$ cat config.mk
export PLATFORM = sky130hd
export DESIGN_NAME = ex_unit
export DESIGN_NICKNAME = d
export VERILOG_FILES = /design/src/rtl/ex_pkg.sv /design/src/rtl/ex_div.sv /design/src/rtl/ex_unit.sv
export SDC_FILE = /design/constraint.sdc
export NUM_CORES = 1
export LEC_CHECK = 0
export ABC_AREA = 1
export CAP_MARGIN = 40
export CORE_UTILIZATION = 35
export DETAILED_ROUTE_END_ITERATION = 10
export PLACE_DENSITY = 0.55
export SLEW_MARGIN = 20
export SYNTH_ARGS = -nofsm -noshare
export SYNTH_HDL_FRONTEND = slang
export SYNTH_HIERARCHICAL = 1
export SYNTH_SLANG_ARGS = --single-unit
export TNS_END_PERCENT = 20
$ cat constraint.sdc
create_clock -name clk -period 11.6 [get_ports clk]
set_clock_uncertainty 0.1 [all_clocks]
set_input_delay 2.32 -clock clk [delete_from_list [all_inputs] [get_ports clk]]
set_output_delay 2.32 -clock clk [all_outputs]
set_load 0.005 [all_outputs]
$ cat src/rtl/ex_pkg.sv
// Shared definitions for the execute stage: divider states, opcode and
// result-class encodings, and small operand helpers.
package ex_pkg;

  typedef enum logic [1:0] {
    IDLE = 2'd0,
    BUSY = 2'd1,
    DONE = 2'd2
  } div_state_e;

  localparam int DIV_CYCLES = 32;

  localparam logic [2:0] SEL_NOP   = 3'b000;
  localparam logic [2:0] SEL_LOGIC = 3'b001;
  localparam logic [2:0] SEL_SHIFT = 3'b010;
  localparam logic [2:0] SEL_ARITH = 3'b011;
  localparam logic [2:0] SEL_DIV   = 3'b100;

  localparam logic [7:0] OP_AND  = 8'h24;
  localparam logic [7:0] OP_OR   = 8'h25;
  localparam logic [7:0] OP_XOR  = 8'h26;
  localparam logic [7:0] OP_NOR  = 8'h27;
  localparam logic [7:0] OP_SLL  = 8'h7C;
  localparam logic [7:0] OP_SRL  = 8'h02;
  localparam logic [7:0] OP_SRA  = 8'h03;
  localparam logic [7:0] OP_ADD  = 8'h20;
  localparam logic [7:0] OP_SUB  = 8'h22;
  localparam logic [7:0] OP_SLT  = 8'h2A;
  localparam logic [7:0] OP_SLTU = 8'h2B;
  localparam logic [7:0] OP_DIV  = 8'h1A;
  localparam logic [7:0] OP_DIVU = 8'h1B;
  localparam logic [7:0] OP_REM  = 8'h1C;
  localparam logic [7:0] OP_REMU = 8'h1D;

  function automatic logic is_div_op(input logic [7:0] op);
    return (op == OP_DIV) || (op == OP_DIVU) || (op == OP_REM) || (op == OP_REMU);
  endfunction

  // Magnitude of an operand; unsigned operands pass through untouched.
  function automatic logic [31:0] abs32(input logic [31:0] v, input logic sgn);
    return (sgn && v[31]) ? (~v + 32'd1) : v;
  endfunction

endpackage

$ cat src/rtl/ex_div.sv
// Multi-cycle restoring divider with its own sequencing FSM.
//   state | meaning
//   IDLE  | waiting; a start latches operands (or jumps to DONE on zero divisor)
//   BUSY  | one quotient bit per cycle, down-counter from DIV_CYCLES-1 to 0
//   DONE  | quotient/remainder valid for one cycle, then back to IDLE
module ex_div
  import ex_pkg::*;
(
  input  logic        clk,
  input  logic        rst,
  input  logic        start,
  input  logic        is_signed,
  input  logic        rem_op,
  input  logic [31:0] dividend,
  input  logic [31:0] divisor,
  input  logic        flush,
  output logic        busy,
  output logic        done,
  output logic        accept,
  output logic        rem_op_q,
  output logic [31:0] quotient,
  output logic [31:0] remainder
);

  div_state_e  state_q, state_d;
  logic [5:0]  cnt_q;
  logic [31:0] dividend_q;
  logic [31:0] divisor_q;
  logic [31:0] dvd_q;
  logic [31:0] rem_q;
  logic        neg_quo_q, neg_rem_q, zero_q;
  logic [32:0] trial, diff;
  logic        step_bit;
  logic [31:0] step_rem;

  // Next-state logic; flush overrides everything, including a fresh start.
  always_comb begin
    state_d = state_q;
    accept  = 1'b0;
    case (state_q)
      IDLE: begin
        if (start && !flush) begin
          accept  = 1'b1;
          state_d = (divisor == 32'd0) ? DONE : BUSY;
        end
      end
      BUSY: begin
        if (cnt_q == 6'd0) state_d = DONE;
      end
      DONE: state_d = IDLE;
      default: state_d = IDLE;
    endcase
    if (flush) state_d = IDLE;
  end

  // State register.
  always_ff @(posedge clk or negedge rst) begin
    if (!rst) state_q <= IDLE;
    else      state_q <= state_d;
  end

  // One restoring step: shift the next dividend bit into the partial remainder.
  always_comb begin
    trial    = {rem_q, dvd_q[31]};
    diff     = trial - {1'b0, divisor_q};
    step_bit = ~diff[32];
    step_rem = step_bit ? diff[31:0] : trial[31:0];
  end

  // Operand capture on accept, iteration while busy.
  always_ff @(posedge clk or negedge rst) begin
    if (!rst) begin
      cnt_q      <= 6'd0;
      dividend_q <= 32'd0;
      divisor_q  <= 32'd0;
      dvd_q      <= 32'd0;
      rem_q      <= 32'd0;
      neg_quo_q  <= 1'b0;
      neg_rem_q  <= 1'b0;
      zero_q     <= 1'b0;
      rem_op_q   <= 1'b0;
    end else if (accept) begin
      cnt_q      <= 6'(DIV_CYCLES - 1);
      dividend_q <= dividend;
      divisor_q  <= abs32(divisor, is_signed);
      dvd_q      <= abs32(dividend, is_signed);
      rem_q      <= 32'd0;
      neg_quo_q  <= is_signed & (dividend[31] ^ divisor[31]);
      neg_rem_q  <= is_signed & dividend[31];
      zero_q     <= (divisor == 32'd0);
      rem_op_q   <= rem_op;
    end else if (state_q == BUSY && !flush) begin
      rem_q <= step_rem;
      dvd_q <= {dvd_q[30:0], step_bit};
      if (cnt_q != 6'd0) cnt_q <= cnt_q - 6'd1;
    end
  end

  // Sign fix-up; a zero divisor bypasses the iteration entirely.
  always_comb begin
    busy      = ((state_q == BUSY) && !flush) || accept;
    done      = (state_q == DONE) && !flush;
    quotient  = zero_q ? 32'hFFFF_FFFF : (neg_quo_q ? (~dvd_q + 32'd1) : dvd_q);
    remainder = zero_q ? dividend_q    : (neg_rem_q ? (~rem_q + 32'd1) : rem_q);
  end

endmodule

$ cat src/rtl/ex_unit.sv
// Execute stage: single-cycle ALU, multi-cycle divider and the result mux
// feeding the EX/MEM register.
module ex_unit
  import ex_pkg::*;
(
  input  logic        clk,
  input  logic        rst,
  input  logic [7:0]  aluop_i,
  input  logic [2:0]  alusel_i,
  input  logic [31:0] reg1_i,
  input  logic [31:0] reg2_i,
  input  logic [4:0]  wd_i,
  input  logic        wreg_i,
  input  logic        flush_i,
  output logic [4:0]  wd_o,
  output logic        wreg_o,
  output logic [31:0] wdata_o,
  output logic        stallreq_o
);

  logic        div_req, div_signed, div_rem;
  logic        div_busy, div_done, div_accept, div_rem_q;
  logic [31:0] div_quo, div_remainder;
  logic [4:0]  wd_q;
  logic        wreg_q;
  logic [31:0] alu_res;
  logic        alu_ok;
  logic [4:0]  sh;

  assign div_req    = (alusel_i == SEL_DIV) && is_div_op(aluop_i);
  assign div_signed = (aluop_i == OP_DIV) || (aluop_i == OP_REM);
  assign div_rem    = (aluop_i == OP_REM) || (aluop_i == OP_REMU);
  assign sh         = reg1_i[4:0];

  ex_div u_div (
    .clk       (clk),
    .rst       (rst),
    .start     (div_req),
    .is_signed (div_signed),
    .rem_op    (div_rem),
    .dividend  (reg1_i),
    .divisor   (reg2_i),
    .flush     (flush_i),
    .busy      (div_busy),
    .done      (div_done),
    .accept    (div_accept),
    .rem_op_q  (div_rem_q),
    .quotient  (div_quo),
    .remainder (div_remainder)
  );

  // Destination of the divide in flight, held until its DONE cycle.
  always_ff @(posedge clk or negedge rst) begin
    if (!rst) begin
      wd_q   <= 5'd0;
      wreg_q <= 1'b0;
    end else if (div_accept) begin
      wd_q   <= wd_i;
      wreg_q <= wreg_i;
    end
  end

  // Single-cycle operations; anything unrecognised leaves alu_ok low.
  always_comb begin
    alu_res = 32'd0;
    alu_ok  = 1'b0;
    case (alusel_i)
      SEL_LOGIC: begin
        alu_ok = 1'b1;
        case (aluop_i)
          OP_AND:  alu_res = reg1_i & reg2_i;
          OP_OR:   alu_res = reg1_i | reg2_i;
          OP_XOR:  alu_res = reg1_i ^ reg2_i;
          OP_NOR:  alu_res = ~(reg1_i | reg2_i);
          default: alu_ok  = 1'b0;
        endcase
      end
      SEL_SHIFT: begin
        alu_ok = 1'b1;
        case (aluop_i)
          OP_SLL:  alu_res = reg2_i << sh;
          OP_SRL:  alu_res = reg2_i >> sh;
          OP_SRA:  alu_res = $signed(reg2_i) >>> sh;
          default: alu_ok  = 1'b0;
        endcase
      end
      SEL_ARITH: begin
        alu_ok = 1'b1;
        case (aluop_i)
          OP_ADD:  alu_res = reg1_i + reg2_i;
          OP_SUB:  alu_res = reg1_i - reg2_i;
          OP_SLT:  alu_res = {31'd0, ($signed(reg1_i) < $signed(reg2_i))};
          OP_SLTU: alu_res = {31'd0, (reg1_i < reg2_i)};
          default: alu_ok  = 1'b0;
        endcase
      end
      default: alu_ok = 1'b0;
    endcase
  end

  // Result mux; flush kills the write and reset forces every output low.
  always_comb begin
    wd_o       = wd_i;
    wreg_o     = 1'b0;
    wdata_o    = 32'd0;
    stallreq_o = div_busy;
    if (div_done) begin
      wd_o    = wd_q;
      wreg_o  = wreg_q;
      wdata_o = div_rem_q ? div_remainder : div_quo;
    end else if (!div_req && alu_ok) begin
      wreg_o  = wreg_i;
      wdata_o = alu_res;
    end
    if (flush_i) wreg_o = 1'b0;
    if (!rst) begin
      wd_o       = 5'd0;
      wreg_o     = 1'b0;
      wdata_o    = 32'd0;
      stallreq_o = 1'b0;
    end
  end

endmodule

# Yosys cells after proc, flatten, opt, wreduce, memory -nomap -nowiden
# Cells that the tools add are included.
# word_totals
mem_bits_rw	0
n_memories	0
romBits	0
inputBits	84
ff_bits	146
output_inout_bits	39
latchBits	0
# classes
mul	0
reduce_logical	26
add_sub_neg	8
div	0
n_bitwise	12
shift	3
eq_ne	23
n_mux	40
order_cmp	2
# ops
op	count
$mux W32	15
$pmux W32 S4	2
$pmux W32 S3	2
$not A32 Y32	5
$add A32 B1 Y32 const B	4
$eq A8 B6 Y1 const B	8
$lt A32 B32 Y1	2
$sub A33 B32 Y33	1
$add A32 B32 Y32	1
$and A32 B32 Y32	1
$eq A8 B5 Y1 const B	4
$logic_not A32 Y1	1
$or A32 B32 Y32	1
$shl A32 B5 Y32	1
$shr A32 B5 Y32	1
$sshr A32 B5 Y32	1
$sub A32 B32 Y32	1
$xor A32 B32 Y32	1
$mux W6	3
$eq A8 B2 Y1 const B	2
$mux W1	10
$mux W5	2
$eq A8 B7 Y1 const B	1
$mux W2	4
other kinds (22)	40

# Longest topological paths before layout
# logic_depth
word_depth	11
mapped_depth	22

# By module
# Netlist, hierarchy kept.
# modules_own_cells
module	cells_per_inst	seq_area_each_um2	n_inst	area_per_inst_um2
ex_div	2126	3503.4	1	12724.7
ex_unit	2520	150.1	1	12016.5

# Least setup slack after synthesis
# No wires, ideal clock.
# synth_timing
path_type	input-to-output
startpoint	input reg1_i[3]
endpoint	output wdata_o[31]
stages	21
t_arrival_ps	4571
n_path_buf	4
slack_ps	4609
path_cell_list	buf_2 -> inv_2 -> buf_2 -> buf_1 -> ha_1 -> buf_2 -> nor2_1 -> nand2_1 -> inv_1 -> nand3_1 -> nand2_1 -> nand2_1 -> nand2_1 -> nand2_1 -> nand3_1 -> nand3_1 -> nand2_1 -> nand2_1 -> nand2_1 -> nand2_1 -> a21oi_1
# synth_via
elab_chain_len	6
word_cells_on_any_way	11
cone_classes	add/sub (2); shift (3); mux (6)
# synth_rtl
element	line_no	text
start: declaration	ex_unit.sv:10	input logic [31:0] reg1_i,
$sub A32 B32 Y32, or another cell as far along	ex_unit.sv:91	OP_SUB: alu_res = reg1_i - reg2_i;
$pmux W32 S4 or $pmux W32 S3 (tied branches)	ex_unit.sv:89, ex_unit.sv:80	
$pmux W32 S3 *	ex_unit.sv:67	case (alusel_i)
$mux W32 *	ex_unit.sv:111	end else if (!div_req && alu_ok) begin
$mux W32 *	ex_unit.sv:107	if (div_done) begin
$mux W32 *	ex_unit.sv:116	if (!rst) begin
end: declaration	ex_unit.sv:17	output logic [31:0] wdata_o,
# Every way passes the cells marked *; elsewhere a longest branch is shown, timed or not.

# Worst setup path in the final report
# layout_timing
startpoint	input reg1_i[0]
endpoint	output wdata_o[18]
# The elaborated chain is that of the path after synthesis.

==> summary.md <==
| Metric | Value |
|---|---|
| Outcome | `completed` |
| Area enclosed by the die boundary | `71800 um^2` |
| Max Slew Vio Count | `0` |
| Clock latency on the worst-skew pair | `460 ps` |
| Pwr dens | `66.3 nW/um^2` |
| Number of flops mapped to enable cells by yosys | `0` |
| Maximum resistive drop on vdd | `99.3 uV` |
| Total buffers and inverters traversed by the critical path | `5` |
| Fmax | `105 MHz` |
| Placed cells | `5592` |
| Portion of the post-synthesis area used by sequential elements | `14.8%` |
| Flip-flop and latch count after synthesis | `146` |
| Buffer cell driving the clock tree root | `clkbuf_16` |
| Number of sinks handled by clock tree synthesis | `146` |
| Detailed-route via count | `31300` |
| Placement Rows | `97` |
| Filler-free cell count of the finished design | `5629` |
| First-pass GRT wire length | `191 mm` |
| Worst-case headroom to the max-slew limit | `39.5%` |
| Final setup viols | `0` |
| Kind of end point of the critical path | `primary output` |
| Crit path kind | `input pin to primary output` |
| Gp weighted congestion | `1.02` |
| Vias in the first global route | `28400` |
| Crit-path cells | `clkdlybuf4s50_1 -> buf_4 -> inv_2 -> ha_1 -> inv_1 -> fa_1 -> nand2_1 -> nand2_1 -> nand3_1 -> nand2_1 -> nand2_1 -> nand2_1 -> nand2_1 -> nand3_1 -> nand3_1 -> nand2_1 -> nand2_1 -> nand3_1 -> nand2_1 -> a21oi_1 -> clkdlybuf4s50_1` |
| Unrepaired setup endpoints after global routing | `no` |
| Starting DRC count in detailed routing | `4424` |
| Number of iterations in the first detailed-routing pass | `6` |
| # port buffers | `122` |
| Hold Path Class | `register to register` |
| Final Hold Viols | `0` |
| Overall die width | `268 um` |
| Commonest non-fill, non-tap cells in the layout | `nand2_1, inv_1, nand3_1` |
| Number of levels the H-tree was split into | `4` |
| Slowest-stage cell, CP | `clkdlybuf4s50_1` |
| Most frequently used flop master after synthesis | `dfrtp_1` |
| Average size of a mapped cell | `5.33 um^2` |
| Height of the die | `268 um` |
| Number of antenna violations at the first check in global routing | `2` |
| Total Wirelength | `132 mm` |
| CTS Buffer Depth | `2` |
| Final setup TNS | `0 ps` |
| Syn-to-layout area delta | `11.0%` |
| Netlist cell types | `68` |
| Share of the cycle needed by the critical path after routing | `82.2%` |
| Clock tree from TritonCTS | `built` |
| Average via count per standard cell | `5.56` |
| Kind of cell adding the most delay to the critical path | `buffers and inverters` |
| Number of standard cells after synthesis | `4646` |
| Half-perimeter wire length after placement | `106 mm` |
| Startpoint class of the critical path | `input pin` |
| Clock period minus final worst setup slack | `9530 ps` |
| Share of post-route cells with drive strength above 1 | `4.42%` |
| Setup Fix Bufs, Post-CTS | `0` |
| Most used cell along the critical path | `nand2_1` |
| Standard cell core area | `70000 um^2` |
| Maximum number of pins on one net before global-route repair | `75` |
| Most common cell after layout, fill and taps aside | `nand2_1` |
| Clock-pin slew on the worst setup and hold paths | `70 ps` |
| Total routing resource utilization after global routing | `36.3%` |
| Total CTS buffers | `17` |
| # DRC | `0` |
| Starting density of the core | `35.3%` |
| Actual transition at the worst max-transition pin | `905 ps` |
| Leakage power total | `14.8 nW` |
| IO Count | `123` |
| CP peak stage delay | `620 ps` |
| Detail-routed net length per standard cell | `23.5 um` |
| Warning count from the yosys run | `6` |
| Remaining number of nets flagged by the antenna check after routing | `0` |
| Worst endpoint data arrival time | `7110 ps` |
| Fraction of synthesis flops using an asynchronous set or reset pin | `100%` |
| Required time worst endpoint | `9180 ps` |
| Net Count, Synth | `4870` |
| Post-cts gate resize count | `0` |
| CP Max Fanout | `39` |
| GR Overflow Total | `0` |
| Synth Cell Area | `24700 um^2` |
| Cts-stage hold buffer count | `0` |
| Nets | `4897` |
| Maximum capacitance violations | `0` |
==> power breakdown <==
part	switching [mW]	internal, mW	leakage [nW]
logic	0.509	0.191	12.7
registers	0.0187	0.531	1.76
clock network	0.280	0.290	0.291
total	0.808	1.01	14.8
==> layer usage <==
metal	up-vias	routed length (um)	track usage, %
met3	220	12600	6.30
met4	2	6470	15.3
met5	-	12	0
met1	14600	59000	51.5
li1	14900	-	-
met2	1553	53900	53.6
==> flip-flops by register name (all words and copies together) (netlist names), 2 cells and up <==
register,cells
u_div/dividend_q,32
u_div/dvd_q,32
u_div/state_q,2
u_div/divisor_q,32
u_div/rem_q,32
u_div/cnt_q,6
wd_q,5
==> path summary, 6_finish.rpt <==
path / start / end / slack, ps / cells past startpoint
worst max-delay path: reg1_i[0] / wdata_o[18] / 2070 / 21
worst min-delay path: u_div/dividend_q[28]$_DFFE_PN0P_ / u_div/dividend_q[28]$_DFFE_PN0P_ / 390 / 2
worst max register to register: u_div/state_q[1]$_DFFE_PN0P_ / u_div/divisor_q[31]$_DFFE_PN0P_ / 8420 / 8
worst min register to register: u_div/dividend_q[28]$_DFFE_PN0P_ / u_div/dividend_q[28]$_DFFE_PN0P_ / 390 / 2
max in group asynchronous: rst / u_div/dvd_q[3]$_DFFE_PN0P_ / 8510 / 2
min in group asynchronous: rst / u_div/divisor_q[30]$_DFFE_PN0P_ / 1720 / 1
==> area by class of cell <==
type | instances | area, um^2
Clock inverter | 15 | 155
Timing Repair Buffer | 192 | 1790
Tap cell | 940 | 1180
Fill cell | 8105 | 42600
Antenna cell | 3 | 7.51
Inverter | 699 | 2640
Multi-Input combinational cell | 3617 | 17600
Sequential cell | 146 | 3650
Clock buffer | 17 | 425
==> stage by stage <==
stage / utilization, % / worst slack (ps) / power (mW) / instance area [um^2] / hold slack (ps)
after CTS: 39.2 / 2300 / 1.81 / 27400 / 380
after detailed placement: 38.3 / 2320 / 1.23 / 26900 / 362
final: 39.2 / 2070 / 1.82 / 27500 / 385
after global routing: 39.2 / 1950 / 1.91 / 27500 / 396
after floorplan: - / 4610 / 0.953 / 24700 / 336
after global placement: 38.2 / 2300 / 1.24 / 26800 / 365
==> synth_stat cells (3+ instances only) <==
library cell | count | area (um^2)
nand3_2 | 4 | 40.0
o21bai_1 | 17 | 128
nor2_2 | 12 | 75.1
xor2_1 | 21 | 184
nor4_1 | 6 | 37.5
o21ai_0 | 264 | 1320
nand2_4 | 7 | 78.8
nand2_2 | 19 | 119
clkinv_1 | 3 | 11.3
a22oi_1 | 4 | 30.0
o221ai_1 | 7 | 61.3
a21oi_1 | 211 | 1060
buf_4 | 8 | 60.1
o211ai_1 | 34 | 255
a31oi_1 | 11 | 68.8
o31ai_1 | 3 | 22.5
nand3b_1 | 13 | 97.6
a32oi_1 | 3 | 26.3
or2_2 | 9 | 56.3
nor3_1 | 44 | 220
nand3_1 | 653 | 3270
xnor2_1 | 18 | 158
inv_1 | 671 | 2520
nand2_1 | 1517 | 5690
a21o_1 | 3 | 22.5
and2_1 | 19 | 119
nor2_4 | 5 | 56.3
buf_6 | 5 | 56.3
buf_1 | 18 | 67.6
nor2_1 | 429 | 1610
fa_1 | 3 | 60.1
nor3_2 | 3 | 30.0
o21ai_1 | 15 | 75.1
inv_2 | 19 | 71.3
buf_2 | 63 | 315
nand4_1 | 65 | 407
dfrtp_1 | 146 | 3650
ha_1 | 137 | 1710
clkinv_2 | 4 | 20.0
clkbuf_1 | 88 | 330
o22ai_1 | 31 | 194
==> kinds of logic (layout without fill, tap and decap cells) <==
group / Yosys count / count (layout) / synth area share (%)
buffers and inverters: 883 / 923 / 14.1
xor gates and xnor gates: 39 / 39 / 1.38
AOI/OAI and AO/OA: 621 / 621 / 13.8
adders and majority gates: 140 / 140 / 7.17
DFF: 146 / 146 / 14.8
muxes: 1 / 1 / 0.0455
and+or+nand+nor: 2816 / 2816 / 48.7
other: 0 / 3 / 0
==> tightest hold or removal path, stage by stage, from the launching register on <==
cell	delay (ps)
dfrtp_1	350
nand2_1	60
nand2_1	50
Note: power is estimated with default switching activity, not from simulation.
